## src/rtl/divider.sv

```systemverilog
// Sequential signed divider: restoring division on operand magnitudes, one quotient
// bit per clock, result packed as {remainder, quotient} with a start/busy/done handshake.
module divider #(
    parameter int WIDTH = 32
) (
    input  logic                 clk,
    input  logic                 reset,
    input  logic                 start,
    input  logic [WIDTH-1:0]     Dvnd,
    input  logic [WIDTH-1:0]     Dvsr,
    output logic                 busy,
    output logic                 done,
    output logic                 div_by_zero,
    output logic [2*WIDTH-1:0]   Y
);

    localparam int CNT_W = (WIDTH > 1) ? $clog2(WIDTH) : 1;
    localparam logic [CNT_W-1:0] LAST_COUNT = CNT_W'(WIDTH - 1);

    typedef enum logic [1:0] {
        IDLE   = 2'd0,
        SETUP  = 2'd1,
        DIVIDE = 2'd2,
        FIXUP  = 2'd3
    } state_e;

    state_e               state_q, state_d;
    logic [WIDTH-1:0]     dvnd_q, dvnd_d;
    logic [WIDTH-1:0]     dvsr_q, dvsr_d;
    logic                 sign_quo_q, sign_quo_d;
    logic                 sign_rem_q, sign_rem_d;
    logic [WIDTH-1:0]     a_q, a_d;
    logic [WIDTH-1:0]     q_q, q_d;
    logic [WIDTH-1:0]     m_q, m_d;
    logic [CNT_W-1:0]     count_q, count_d;
    logic                 busy_q, busy_d;
    logic                 done_q, done_d;
    logic                 dbz_q, dbz_d;
    logic [2*WIDTH-1:0]   y_q, y_d;

    // The partial remainder always stays below M, so WIDTH bits hold it; the
    // trial subtraction needs one extra bit to expose the borrow.
    logic [WIDTH:0]       shift_a;
    logic [WIDTH:0]       diff;
    logic [WIDTH-1:0]     quotient;
    logic [WIDTH-1:0]     remainder;

    assign shift_a   = {a_q, q_q[WIDTH-1]};
    assign diff      = shift_a - {1'b0, m_q};
    assign quotient  = sign_quo_q ? -q_q : q_q;
    assign remainder = sign_rem_q ? -a_q : a_q;

    // NOTE: every next-state signal gets a default first so no path leaves it
    // unassigned; that keeps this block purely combinational (no latches).
    always_comb begin
        state_d    = state_q;
        dvnd_d     = dvnd_q;
        dvsr_d     = dvsr_q;
        sign_quo_d = sign_quo_q;
        sign_rem_d = sign_rem_q;
        a_d        = a_q;
        q_d        = q_q;
        m_d        = m_q;
        count_d    = count_q;
        busy_d     = busy_q;
        done_d     = 1'b0;
        dbz_d      = dbz_q;
        y_d        = y_q;

        case (state_q)
            IDLE: begin
                if (start) begin
                    dvnd_d     = Dvnd;
                    dvsr_d     = Dvsr;
                    sign_quo_d = Dvnd[WIDTH-1] ^ Dvsr[WIDTH-1];
                    sign_rem_d = Dvnd[WIDTH-1];
                    busy_d     = 1'b1;
                    dbz_d      = 1'b0;
                    state_d    = SETUP;
                end
            end

            SETUP: begin
                // Unsigned magnitudes: the most negative value maps onto itself.
                a_d     = '0;
                q_d     = dvnd_q[WIDTH-1] ? -dvnd_q : dvnd_q;
                m_d     = dvsr_q[WIDTH-1] ? -dvsr_q : dvsr_q;
                count_d = '0;
                state_d = DIVIDE;
            end

            DIVIDE: begin
                if (!diff[WIDTH]) begin
                    a_d = diff[WIDTH-1:0];
                    q_d = {q_q[WIDTH-2:0], 1'b1};
                end else begin
                    a_d = shift_a[WIDTH-1:0];
                    q_d = {q_q[WIDTH-2:0], 1'b0};
                end
                count_d = count_q + 1'b1;
                if (count_q == LAST_COUNT) begin
                    state_d = FIXUP;
                end
            end

            FIXUP: begin
                if (dvsr_q == '0) begin
                    y_d   = {dvnd_q, {WIDTH{1'b1}}};
                    dbz_d = 1'b1;
                end else begin
                    y_d   = {remainder, quotient};
                    dbz_d = 1'b0;
                end
                done_d  = 1'b1;
                busy_d  = 1'b0;
                state_d = IDLE;
            end

            default: begin
                state_d = IDLE;
                busy_d  = 1'b0;
            end
        endcase
    end

    // NOTE: state registers use non-blocking assignments so every flop samples
    // the pre-edge values, independent of statement order.
    always_ff @(posedge clk or negedge reset) begin
        if (!reset) begin
            state_q    <= IDLE;
            dvnd_q     <= '0;
            dvsr_q     <= '0;
            sign_quo_q <= 1'b0;
            sign_rem_q <= 1'b0;
            a_q        <= '0;
            q_q        <= '0;
            m_q        <= '0;
            count_q    <= '0;
            busy_q     <= 1'b0;
            done_q     <= 1'b0;
            dbz_q      <= 1'b0;
            y_q        <= '0;
        end else begin
            state_q    <= state_d;
            dvnd_q     <= dvnd_d;
            dvsr_q     <= dvsr_d;
            sign_quo_q <= sign_quo_d;
            sign_rem_q <= sign_rem_d;
            a_q        <= a_d;
            q_q        <= q_d;
            m_q        <= m_d;
            count_q    <= count_d;
            busy_q     <= busy_d;
            done_q     <= done_d;
            dbz_q      <= dbz_d;
            y_q        <= y_d;
        end
    end

    assign busy        = busy_q;
    assign done        = done_q;
    assign div_by_zero = dbz_q;
    assign Y           = y_q;

endmodule

```

## config.mk

```make
export PLATFORM = sky130hd
export DESIGN_NAME = divider
export DESIGN_NICKNAME = d
export VERILOG_FILES = /design/src/rtl/divider.sv
export SDC_FILE = /design/constraint.sdc
export NUM_CORES = 1
export LEC_CHECK = 0
export BUFFER_PORTS_ARGS = -buffer_cell sky130_fd_sc_hd__buf_2
export CORE_ASPECT_RATIO = 0.75
export CORE_MARGIN = 3
export CORE_UTILIZATION = 38
export CTS_BUF_LIST = sky130_fd_sc_hd__clkbuf_4 sky130_fd_sc_hd__clkbuf_8 sky130_fd_sc_hd__clkbuf_16
export DETAILED_ROUTE_END_ITERATION = 10
export PLACE_DENSITY = 0.62
export SLEW_MARGIN = 20
export SYNTH_ARGS = -nofsm -noshare
export SYNTH_HDL_FRONTEND = slang
export SYNTH_SLANG_ARGS = --single-unit
export TNS_END_PERCENT = 10
```

## constraint.sdc

```tcl
create_clock -name clk -period 3.5 [get_ports clk]
set_input_delay 0.525 -clock clk [delete_from_list [all_inputs] [get_ports clk]]
set_output_delay 0.525 -clock clk [all_outputs]
set_load 0.01 [all_outputs]
```

==> flow_summary.yaml <==
run_status:
  outcome: "finished, final reports clean"
setup_path:
  slowest_delay_ns: 0.58
  r2r-end: "q_q[27]"
  start_kind: "flip-flop"
  path_class: "reg2reg"
  path_cells: "or4_1, or3_4, or4_4, or2_4, or3_4, o31ai_4, xor2_1, o21ai_1, mux2_4"
  critPathArrivalTime_ns: 3.82
  critPathSlowestCell: "or4_1"
  critPathMaxFanout: 5
  reg2reg_depth: 9
  cp-end-kind: "flip-flop"
  worstReg2RegStart: "dvnd_q[8]"
  cpMostUsedCell: "or3_4"
  reg2reg_slack_ns: 0.13
  critPathRequiredTime_ns: 3.95
die:
  dieArea_sq_mm: 0.0391
  start_util_pct: 38.7
  ioPinCount: 134
  rows: 60
  fp.dieH_microns: 172
  dieWidth_microns: 227
  core_region_area_sq_mm: 0.0360
global_routing:
  grt_max_degree: 75
  antenna_found_initial: 1
  overflow: 0
  grt_pass1_vias: 11500
  grt_pass1_wl_mm: 61.2
  grt_usage_pct: 19.3
layout:
  num-nets-final: 1720
  fill_cells: 3463
  area_delta_synth_final_pct: 16.7
  regArea_sq_mm: 0.00588
  stdcell_count: 2095
  drive_gt1_share_pct: 20.4
  multi_input_area_sq_mm: 0.00747
  diodes: 0
synth:
  synth_enable_flop_cells: 0
  synth_cells: 1496
  synth.distinct_cells: 63
  synth-seq-area-share_pct: 42.1
  async_reset_ff_share_pct: 100
  ys_ff_latch: 235
  avgSynthCellArea_sq_um: 9.33
  yosys_warnings: 0
  synthFlopType: "dfrtp_1"
  synth_area_sq_mm: 0.0140
  synth.net_count: 1606
route:
  via_count: 11500
  drt_iter0_markers: 969
  wl_mm: 37.4
  dr.pass1.iters: 7
  route.detailed.drc: 0
  viasPerCell: 5.48
  antenna_left: 0
  avgRoutedWirePerCell_microns: 17.9
placed_design:
  dpl.hpwl_mm: 26.8
  pre_cts_slack_ns: 0.0850
  place.gp.congestion: 0.865
  io_buffers: 133
  placed_cells: 2045
clock_tree:
  clkSinkCount: 235
  cts.clk_slew.worst_paths_ns: 0.06
  clk_latency_ns: 0.56
  root_buffer: "clkbuf_16"
  numCtsBuffers: 27
  htreeDepth: 1
  cts_tree: "done"
  clockBufferDepth: 3
timing:
  setup_tns_ns: 0
  tightestPinTransition_ns: 0.983
  setup_viol_count_final: 0
  drv_slew: 0
  timing.final.crit_share_pct: 96.3
  period_minus_slack_ns: 3.37
  slew_headroom_pct: 34.5
  fmax_mhz: 297
  setup_slack_ns: 0.130
  final-hold-violation-count: 0
  fin_skew_ns: 0.0274
  rsz0062_at_grt: "no"
run:
  max_cap_violations: 0
min_path:
  min_to: "dvsr_q[24]"
  hold_path_class: "in2reg"
  hold_depth: 2
  hp-start: "Dvsr[24]"
power:
  p_leak_nw: 7.22
  ir_worst_vdd_v: 0.000655
  power_density_mw_per_mm2: 903
-- cells in the mapped netlist, drive strengths merged, types with 9 or more instances --
| cell | instances | area, sq um |
|---|---|---|
| nor3 | 14 | 70.1 |
| dfrtp | 235 | 5880 |
| inv | 103 | 387 |
| o21ai | 125 | 626 |
| ha | 42 | 526 |
| clkbuf | 72 | 270 |
| mux2i | 31 | 310 |
| mux2 | 91 | 1030 |
| nand2 | 122 | 458 |
| nand3 | 20 | 100 |
| a21o | 10 | 75.1 |
| o31ai | 30 | 239 |
| o22a | 9 | 78.8 |
| o22ai | 28 | 175 |
| o211ai | 25 | 188 |
| xor2 | 79 | 692 |
| o41ai | 15 | 150 |
| xnor2 | 68 | 596 |
| or3 | 16 | 110 |
| or4 | 23 | 184 |
| a31oi | 32 | 200 |
| nor2 | 114 | 428 |
| a21oi | 92 | 460 |
-- how the worst max path moves through the flow --
stage	from	slack (ns)	cells after the start	end
after floorplan	q_q[31]	0.26	13	a_q[17]
after CTS	a_q[3]	0.07	9	Y[61]
final	dvnd_q[8]	0.13	9	q_q[27]
after global placement	a_q[3]	0.05	9	Y[61]
after global routing	a_q[12]	0.01	8	Y[61]
after detailed placement	a_q[3]	0.09	9	Y[61]
-- final cells by class --
cell class / count / share of cell area (%)
multi-input combinational: 1078 / 45.8
tap: 465 / 3.57
sequential: 235 / 36.1
clock buffer: 31 / 4.37
timing repair buffer: 165 / 6.02
inverter: 103 / 2.37
clock inverter: 18 / 1.75
-- cell usage in the layout (no fill, tap or decap), types with 7 or more instances in the layout --
| cell | instances |
|---|---|
| o21a_1 | 7 |
| mux2i_1 | 31 |
| bufinv_16 | 7 |
| xor2_1 | 79 |
| or3_1 | 14 |
| ha_1 | 38 |
| o31ai_1 | 29 |
| or4_1 | 19 |
| nor2_1 | 114 |
| mux2_2 | 90 |
| o21ai_0 | 121 |
| a21oi_1 | 92 |
| inv_1 | 103 |
| nor2b_1 | 7 |
| clkbuf_16 | 27 |
| a21o_1 | 10 |
| o22a_1 | 9 |
| o211ai_1 | 25 |
| nand4_1 | 8 |
| nand2b_1 | 8 |
| a31oi_1 | 32 |
| dfrtp_1 | 234 |
| buf_4 | 26 |
| nand3_1 | 20 |
| o22ai_1 | 28 |
| nand2_1 | 120 |
| nor3_1 | 14 |
| o41ai_1 | 13 |
| and3_1 | 8 |
| buf_2 | 132 |
| xnor2_1 | 67 |
-- critical path, delay by kind of cell, from the launching register on --
family	cells	cell delay, ns
AO/OA/AOI/OAI	2	0.25
flip-flops	1	0.43
AND/OR/NAND/NOR	5	2.15
multiplexers	1	0.27
XOR/XNOR	1	0.17
-- logic make-up after synthesis --
logic type / synth area share, %
buffers and inverters: 4.95
AO/OA/AOI/OAI: 17.9
AND/OR/NAND/NOR: 12.4
flip-flops: 42.1
adder cells (fa/ha/maj): 3.91
multiplexers: 9.59
XOR/XNOR: 9.22
-- state kept, by name (all words and copies together), names as in the netlist --
register,flops
done,1
m_q,32
dvsr_q,32
dvnd_q,32
q_q,32
div_by_zero,1
a_q,32
sign_quo_q,1
Y,64
busy,1
count_q,5
state_q,2
-- what timing repair did --
item,4_1_cts,5_1_grt
endpoints found under the setup margin,0,23
gates resized for setup,0,9
hold buffers,1,0
buffers inserted,0,0
endpoints found under the hold margin,44,0
-- layer usage --
metal / wire [microns] / global-route usage [%] / vias up
met1: 17600 / 27.5 / 5589
met3: 1890 / 3.24 / 61
met4: 938 / 5.13 / 2
met2: 17000 / 30.5 / 284
met5: 11 / 0 / -
li1: - / - / 5539
-- stage by stage --
| step | hold WS, ns | instance area, sq um | util, % | power (mW) |
|---|---|---|---|---|
| global route | 0.179 | 16300 | 45.2 | 15.9 |
| global placement | 0.486 | 15200 | 42.3 | 11.4 |
| CTS | 0.176 | 16300 | 45.1 | 14.8 |
| finish | 0.195 | 16300 | 45.2 | 14.7 |
| floorplan | 0.229 | 14000 | - | 9.62 |
| detailed placement | 0.485 | 15200 | 42.3 | 11.6 |
-- power by group --
part,total [mW],switching (mW),internal (mW)
logic,6.36,3.46,2.90
registers,5.17,1.31,3.86
clock network,3.19,1.21,1.98
total,14.7,5.97,8.75
Note: power is estimated with default switching activity, not from simulation.
